File: config.mk
export PLATFORM = sky130hd
export DESIGN_NAME = xorshift_inverse_flat
export DESIGN_NICKNAME = d
export VERILOG_FILES = /design/src/rtl/xorshift_inverse_if.sv /design/src/rtl/xorshift_inverse.sv /design/src/flat_wrapper.sv
export SDC_FILE = /design/constraint.sdc
export NUM_CORES = 1
export LEC_CHECK = 0
export ABC_CLOCK_PERIOD_IN_PS = 1800
export BUFFER_PORTS_ARGS = -buffer_cell sky130_fd_sc_hd__buf_2
export CAP_MARGIN = 30
export CORE_MARGIN = 3
export CORE_UTILIZATION = 29
export CTS_CLUSTER_DIAMETER = 120
export DETAILED_ROUTE_END_ITERATION = 10
export PLACE_DENSITY = 0.56
export REMOVE_ABC_BUFFERS = 1
export SETUP_SLACK_MARGIN = 0.5
export SLEW_MARGIN = 10
export SYNTH_ARGS = -nofsm -noshare
export SYNTH_HDL_FRONTEND = slang
export SYNTH_SLANG_ARGS = --single-unit
export TNS_END_PERCENT = 20
File: constraint.sdc
create_clock -name clk -period 1.8 [get_ports clk]
set_clock_uncertainty 0.2 [all_clocks]
set_input_delay 0.36 -clock clk [delete_from_list [all_inputs] [get_ports clk]]
set_output_delay 0.36 -clock clk [all_outputs]
set_load 0.02 [all_outputs]
File: src/rtl/xorshift_inverse_if.sv
// Start/busy/done handshake bundle between a requester and the xorshift inverter.
interface xorshift_inverse_if #(
   parameter int unsigned W = 16
) ();
   logic         start;
   logic [W-1:0] din;
   logic         busy;
   logic         done;
   logic [W-1:0] dout;

   modport master (
      output start,
      output din,
      input  busy,
      input  done,
      input  dout
   );

   modport slave (
      input  start,
      input  din,
      output busy,
      output done,
      output dout
   );
endinterface

File: src/rtl/xorshift_inverse.sv
// Recovers the pre-round xorshift state by undoing the three shift-xor steps in reverse
// order, one fixed-point iteration per clock.
module xorshift_inverse #(
   parameter int unsigned W = 16,
   parameter int unsigned A = 7,
   parameter int unsigned B = 9,
   parameter int unsigned C = 8
) (
   input logic               clk,
   input logic               rst,
   xorshift_inverse_if.slave bus
);

   // Iterations needed for each step to converge: ceil(W/X)-1.
   localparam int unsigned KC   = (W + C - 1) / C - 1;
   localparam int unsigned KB   = (W + B - 1) / B - 1;
   localparam int unsigned KA   = (W + A - 1) / A - 1;
   localparam int unsigned KCB  = (KC > KB) ? KC : KB;
   localparam int unsigned KMax = (KCB > KA) ? KCB : KA;
   localparam int unsigned CntW = $clog2(KMax) + 1;

   typedef enum logic [2:0] {
      StIdle  = 3'd0,
      StUndoC = 3'd1,
      StUndoB = 3'd2,
      StUndoA = 3'd3,
      StDone  = 3'd4
   } state_e;

   state_e            state_q, state_d;
   logic [W-1:0]      y_q, y_d;
   logic [W-1:0]      t_q, t_d;
   logic [W-1:0]      dout_q, dout_d;
   logic [CntW-1:0]   cnt_q, cnt_d;
   logic [W-1:0]      t_new;
   logic              busy;
   logic              done;

   always_comb begin
      state_d = state_q;
      y_d     = y_q;
      t_d     = t_q;
      cnt_d   = cnt_q;
      dout_d  = dout_q;
      t_new   = '0;
      busy    = 1'b0;
      done    = 1'b0;
      case (state_q)
         StIdle: begin
            if (bus.start) begin
               y_d     = bus.din;
               t_d     = bus.din;
               cnt_d   = '0;
               state_d = StUndoC;
            end
         end
         StUndoC: begin
            busy  = 1'b1;
            t_new = y_q ^ (t_q << C);
            t_d   = t_new;
            cnt_d = cnt_q + 1'b1;
            if (cnt_q == CntW'(KC - 1)) begin
               y_d     = t_new;
               cnt_d   = '0;
               state_d = StUndoB;
            end
         end
         StUndoB: begin
            busy  = 1'b1;
            t_new = y_q ^ (t_q >> B);
            t_d   = t_new;
            cnt_d = cnt_q + 1'b1;
            if (cnt_q == CntW'(KB - 1)) begin
               y_d     = t_new;
               cnt_d   = '0;
               state_d = StUndoA;
            end
         end
         StUndoA: begin
            busy  = 1'b1;
            t_new = y_q ^ (t_q << A);
            t_d   = t_new;
            cnt_d = cnt_q + 1'b1;
            if (cnt_q == CntW'(KA - 1)) begin
               y_d     = t_new;
               cnt_d   = '0;
               dout_d  = t_new;
               state_d = StDone;
            end
         end
         StDone: begin
            busy    = 1'b1;
            done    = 1'b1;
            state_d = StIdle;
         end
         default: begin
            state_d = StIdle;
         end
      endcase
   end

   always_ff @(posedge clk) begin
      if (!rst) begin
         state_q <= StIdle;
         y_q     <= '0;
         t_q     <= '0;
         cnt_q   <= '0;
         dout_q  <= '0;
      end else begin
         state_q <= state_d;
         y_q     <= y_d;
         t_q     <= t_d;
         cnt_q   <= cnt_d;
         dout_q  <= dout_d;
      end
   end

   assign bus.busy = busy;
   assign bus.done = done;
   assign bus.dout = dout_q;

endmodule

File: src/flat_wrapper.sv
// flat-port wrapper written by rule: the top's interface ports become plain ports
module xorshift_inverse_flat 
#(
   parameter int unsigned W = 16,
   parameter int unsigned A = 7,
   parameter int unsigned B = 9,
   parameter int unsigned C = 8
)
  (clk, rst, bus_start, bus_din, bus_busy, bus_done, bus_dout);
  xorshift_inverse_if #(.W(W)) bus_i ();
  input logic clk;
  input logic rst;
  input wire logic [$bits(bus_i.start)-1:0] bus_start;
  input wire logic [$bits(bus_i.din)-1:0] bus_din;
  output wire logic [$bits(bus_i.busy)-1:0] bus_busy;
  output wire logic [$bits(bus_i.done)-1:0] bus_done;
  output wire logic [$bits(bus_i.dout)-1:0] bus_dout;
  assign bus_i.start = bus_start;
  assign bus_i.din = bus_din;
  assign bus_busy = bus_i.busy;
  assign bus_done = bus_i.done;
  assign bus_dout = bus_i.dout;
  xorshift_inverse #(.W(W), .A(A), .B(B), .C(C)) u_core (.clk(clk), .rst(rst), .bus(bus_i));
endmodule
# == Yosys cells after proc, flatten, opt, wreduce, memory -nomap -nowiden ==
# Cells that the tools add are included.
# totals
regBits,53
input_bits,19
wordCells,46
out_inout_bits,18
# op_classes
n_reduce_logical,11
addsub,1
n_bitwise,3
eq_ne,9
n_mux,17
# op_table
operator,count
one-hot mux 16 bit (4 select lines),2
two-way mux 16 bit,4
bitwise XOR 16 bit,2
bitwise XOR 16 x 7 -> 16 bit,1
two-way mux 3 bit,4
one-hot mux 3 bit (4 select lines),1
equality test 3 x 2 -> 1 bit (second input constant),2
two-way mux 2 bit,3
!= test 2 x 1 -> 1 bit (second input constant),3
one-hot mux 2 bit (3 select lines),1
AND reduction 2 bit,3
AND reduction 5 bit,1
AND reduction 4 bit,1
nonzero test 4 bit,1
OR reduction 4 bit,1
equality test 3 x 1 -> 1 bit (second input constant),1
equality test 3 bit (second input constant),1
zero test 3 bit,1
nonzero test 3 bit,1
adder 2 x 1 -> 2 bit (second input constant),1
equality test 2 x 1 -> 1 bit (second input constant),1
zero test 2 bit,1
two-way mux 1 bit,2
!= test 2 bit (second input constant),1
OR reduction 2 bit,1

# == Logic depth before layout (Yosys ltp) ==
# depth
depth_word,4
depth_mapped,9
ltp_nobuf,6

# == Least setup slack after synthesis ==
# No wires, ideal clock.
# synth_path
kind,register -> register
start,register u_core.cnt_q[1]
end,register u_core.y_q[2]
path_stages_with_launch,10
n_path_buf,3
path_slack_ns,-0.192
synth_period_minus_slack_ns,1.992
t_required_ns,1.478
setup_ns,0.122
arrival_time_ns,1.670
cell_sequence,dfxtp_1 -> inv_1 -> ha_1 -> and4b_1 -> buf_6 -> a311o_1 -> buf_6 -> buf_6 -> o211ai_1 -> a21boi_2
# synth_via
elab_chain_cells,3
word_cells_on_any_way,6
classes_between,eq/ne: 4; reduce/logical: 2
# synth_rtl
element,line_no,text
start: declaration,xorshift_inverse.sv:34,"logic [CntW-1:0] cnt_q, cnt_d;"
start signal: assignment,xorshift_inverse.sv:113,cnt_q <= cnt_d;
equality test 2 x 1 -> 1 bit / zero test 2 bit (equally long branches),"xorshift_inverse.sv:84, xorshift_inverse.sv:62, xorshift_inverse.sv:73",
!= test 2 x 1 -> 1 bit (no line),--,
AND reduction 5 bit (no line) *,--,
end signal: assignment,xorshift_inverse.sv:111,y_q <= y_d;
end: declaration,xorshift_inverse.sv:31,"logic [W-1:0] y_q, y_d;"
# Mark *: on every way between the ends. The rest lies on a longest branch, timed or not.
# A chain may end at the register's enable or synchronous reset.

# == Worst setup path in the final report ==
# layout_path
start,register u_core.state_q[0]
end,register u_core.y_q[2]
# layout_via
elab_chain_cells,3
word_cells_on_any_way,11
classes_between,eq/ne: 7; mux: 1; reduce/logical: 3
# layout_rtl
element,line_no,text
start: declaration,xorshift_inverse.sv:30,"state_e state_q, state_d;"
start signal: assignment,xorshift_inverse.sv:104,state_q <= StIdle;
start signal: assignment,xorshift_inverse.sv:110,state_q <= state_d;
equality test 3 x 2 -> 1 bit (tied with other cells),xorshift_inverse.sv:48,case (state_q)
!= test 2 x 1 -> 1 bit (no line) (tied with other cells),--,
AND reduction 5 bit (no line),--,
# Parallel ways exist; a longest one is shown, timed or not.

==> results.sh <==
export IMPL_grt_pass1_wl_um=13530
export IMPL_die_w_um=105.4
export IMPL_clock_sinks=53
export IMPL_critPathMaxFanout=22
export IMPL_relSlewSlack_pct=77.31
export IMPL_r2r_slack_ns=-0.01
export IMPL_drt_wl_total_um=8686
export IMPL_synth_cell_type_count=50
export IMPL_slowest_delay_ns=0.42
export IMPL_ios=37
export IMPL_status="complete, but fails checks"
export IMPL_setup_viol=3
export IMPL_drt_iter0_drc=130
export IMPL_antenna_found_initial=0
export IMPL_synthTopCellsByCount="nand2_1, dfxtp_1, o21ai_0"
export IMPL_reg2reg_from="u_core.state_q[0]$_SDFFE_PN0P_"
export IMPL_period_share_pct=100.8
export IMPL_seqPwrFrac_pct=43.1
export IMPL_yosys_warnings=0
export IMPL_synth_edf_count=0
export IMPL_slew_viol_final=0
export IMPL_die_area_mm2=0.01110
export IMPL_drc=0
export IMPL_drt_first_pass_iters=4
export IMPL_cts_buffers=5
export IMPL_yosysSeqAreaShare_pct=37.06
export IMPL_synth_most_common_cell="nand2_1"
export IMPL_fillers=908
export IMPL_cts_clk_slew_worst_paths_ns=0.11
export IMPL_critPathTopFamily="compound AO/OA/AOI/OAI gates"
export IMPL_seqCellArea_mm2=0.001097
export IMPL_cts_path_max_buffers=2
export IMPL_ys_flop_type="dfxtp_1"
export IMPL_synth_compound_area_share_pct=26.79
export IMPL_grtUsageTotal_pct=14.96
export IMPL_layout_nets=430
export IMPL_setup_tns_ns=-0.02154
export IMPL_fin_ws_ns=-0.01359
export IMPL_grt_max_degree=27
export IMPL_port_buffers=36
export IMPL_p_sw_share_pct=36.78
export IMPL_p_clk_share_pct=19.0
export IMPL_synth_area_top_cells="dfxtp_1, nand2_1, xnor2_1"
export IMPL_synth_avg_cell_area_um2=8.203
export IMPL_hold_class="in2reg"
export IMPL_dp_hpwl_um=5599
export IMPL_timing_rr_end="u_core.y_q[2]$_SDFFE_PN0P_"
export IMPL_leakage_nw=1.596
export IMPL_holdPathEnd="u_core.t_q[1]$_SDFFE_PN0P_"
export IMPL_area_delta_synth_final_pct=43.44
export IMPL_worstPathCellList="buf_6 > xor2_4 > a311o_1 > buf_12 > nand2b_4 > a21boi_2"
export IMPL_finalHoldViolations=0
export IMPL_power_per_cell_area_mw_per_mm2=904.7
export IMPL_core_area_mm2=0.009415
export IMPL_insertion_delay_ns=0.31
export IMPL_max_freq_mhz=551.4
export IMPL_viasPerCell=5.173
export IMPL_synth_cell_area_mm2=0.002863
export IMPL_worst_pin_slew_ns=0.3399
export IMPL_start_kind="register"
export IMPL_cap_violations=0
export IMPL_arrival_ns=1.87
export IMPL_cp_data_required_time_ns=1.86
export IMPL_reg2regPathDepth=6
export IMPL_vdd_drop_max_uv=425.4
export IMPL_violations="negative setup slack"
export IMPL_synth_top_family_by_area="compound AO/OA/AOI/OAI gates"
export IMPL_cts_htree_levels=2
export IMPL_switchingPower_mw=1.367
export IMPL_wl_per_cell_um=16.18
export IMPL_cp_end_kind="register"
export IMPL_num_antenna_cells=0
export IMPL_hold_depth=3
export IMPL_synth_seq_cells=53
export IMPL_async_flop_share_pct=0
export IMPL_grt_ovfl_total=0
export IMPL_p_int_mw=2.349
export IMPL_grt_pass1_vias=2625
export IMPL_crit_type="reg2reg"
export IMPL_cp_buffers_inverters=2
export IMPL_antenna_left=0
export IMPL_synth_xor_area_share_pct=5.507
export IMPL_synthAdderAreaFrac_pct=1.748
export IMPL_synth_top_cell_area_share_pct=37.06
export IMPL_share_comb_of_total_power_pct=37.9
export IMPL_period_needed_ns=1.814
export IMPL_cts_tree="yes"
export IMPL_rsz0062_at_grt="yes"
export IMPL_synth_mux_area_fraction_pct=0.7867
export IMPL_slowest_stage="a311o_1"
export IMPL_syn_inst=349
export IMPL_start_util_pct=30.41
export IMPL_drive_above_1_share_pct=39.95
export IMPL_synthSimpleGateAreaFrac_pct=22.55
export IMPL_row_count=35
export IMPL_gp_congestion=0.8128
export IMPL_synth_top_area_cell="dfxtp_1"
export IMPL_num_vias=2778
export IMPL_power_total_mw=3.715
export IMPL_clockRootBuffer="clkbuf_8"
export IMPL_hold_path_startpoint="bus_din[1]"
export IMPL_fp_dieH_um=105.4
export IMPL_multi_input_area_mm2=0.001993
export IMPL_pre_cts_slack_ns=-0.06291
## power by group through the flow
stage	registers, mW	clock network [mW]	logic (mW)
2_1_floorplan	1.57	0	0.626
3_3_place_gp	1.58	0	1.02
3_5_place_dp	1.59	0	1.04
4_1_cts	1.57	0.732	1.21
5_1_grt	1.63	0.785	1.52
6_report	1.60	0.705	1.41
## worst reg2reg max path, stage by stage, from the launching register on
cell      delay, ns
dfxtp_4        0.38
buf_6          0.14
xor2_4         0.17
a311o_1        0.42
buf_12         0.19
nand2b_4       0.15
a21boi_2       0.12
## kinds of logic (layout without fill, tap and decap cells)
logic type                 Yosys count  after routing
buffers and inverters               31             90
and+or+nand+nor                    132            132
adders and majority gates            4              4
muxes                                2              2
DFF                                 53             53
xor gates and xnor gates            18             18
AOI/OAI and AO/OA                  109            109
## registers in the layout, summed over array words and instances (netlist names)
| register | flops |
|---|---|
| u_core.state_q | 3 |
| u_core.cnt_q | 2 |
| u_core.t_q | 16 |
| u_core.bus.dout | 16 |
| u_core.y_q | 16 |
## cells in the final DEF (no fill, tap or decap), drive strengths merged, types with 6 or more instances in the layout
master,Yosys,final
xnor2,17,17
buf,10,78
o21bai,6,6
nand2b,7,7
nor2,20,20
nor2b,9,9
a21boi,10,10
o22ai,10,10
o21ai,30,30
o221ai,7,7
a32oi,7,7
a21oi,10,10
nand2,65,65
o211a,10,10
and2,11,11
dfxtp,53,53
## cell type report
cell class                      count  area share, %
Timing Repair Buffer               78          18.19
Inverter                            4         0.4266
Multi-Input combinational cell    265          48.54
Clock buffer                        5          1.676
Clock inverter                      3         0.5180
Sequential cell                    53          26.72
Tap cell                          129          3.931
## through the flow
step                      instances  cell area (µm²)  util [%]  hold WS [ns]
after global routing            537             4106     43.61        0.1425
final                           537             4106     43.61        0.1538
after detailed placement        520             3358     35.67        0.2557
after floorplan                 322             2719         -        0.2407
after global placement          520             3358     35.67        0.2541
after CTS                       533             3851     40.90        0.1585
## worst max path at each step
stage / start / to / slack [ns] / depth (start not counted)
after global placement: u_core.cnt_q[1]$_SDFFE_PN0P_ / u_core.y_q[2]$_SDFFE_PN0P_ / -0.02 / 7
after detailed placement: u_core.cnt_q[1]$_SDFFE_PN0P_ / u_core.y_q[12]$_SDFFE_PN0P_ / -0.06 / 7
after floorplan: u_core.state_q[1]$_SDFFE_PN0P_ / u_core.y_q[10]$_SDFFE_PN0P_ / -1.30 / 4
after global routing: u_core.cnt_q[1]$_SDFFE_PN0P_ / u_core.y_q[2]$_SDFFE_PN0P_ / -0.06 / 7
final: u_core.state_q[0]$_SDFFE_PN0P_ / u_core.y_q[2]$_SDFFE_PN0P_ / -0.01 / 6
after CTS: u_core.state_q[0]$_SDFFE_PN0P_ / u_core.y_q[2]$_SDFFE_PN0P_ / -0.002 / 6
## what timing repair did
action | 4_1_cts | 5_1_grt
buffers inserted | 4 | 4
endpoints found under the setup margin | 71 | 71
cloned | 1 | 0
hold buffers | 0 | 0
pin swaps | 22 | 32
resized for setup | 108 | 46
## per-layer routing
layer	global-route usage [%]	wire, µm	share of wire, %	vias up
met1	19.53	3959	46	1345
met2	25.14	4326	50	59
li1	-	-	-	1363
met3	2.205	271	3.1	11
met4	5.061	128	1.5	0
met5	0	0	0	-
Power figures use the tool's default switching activity.
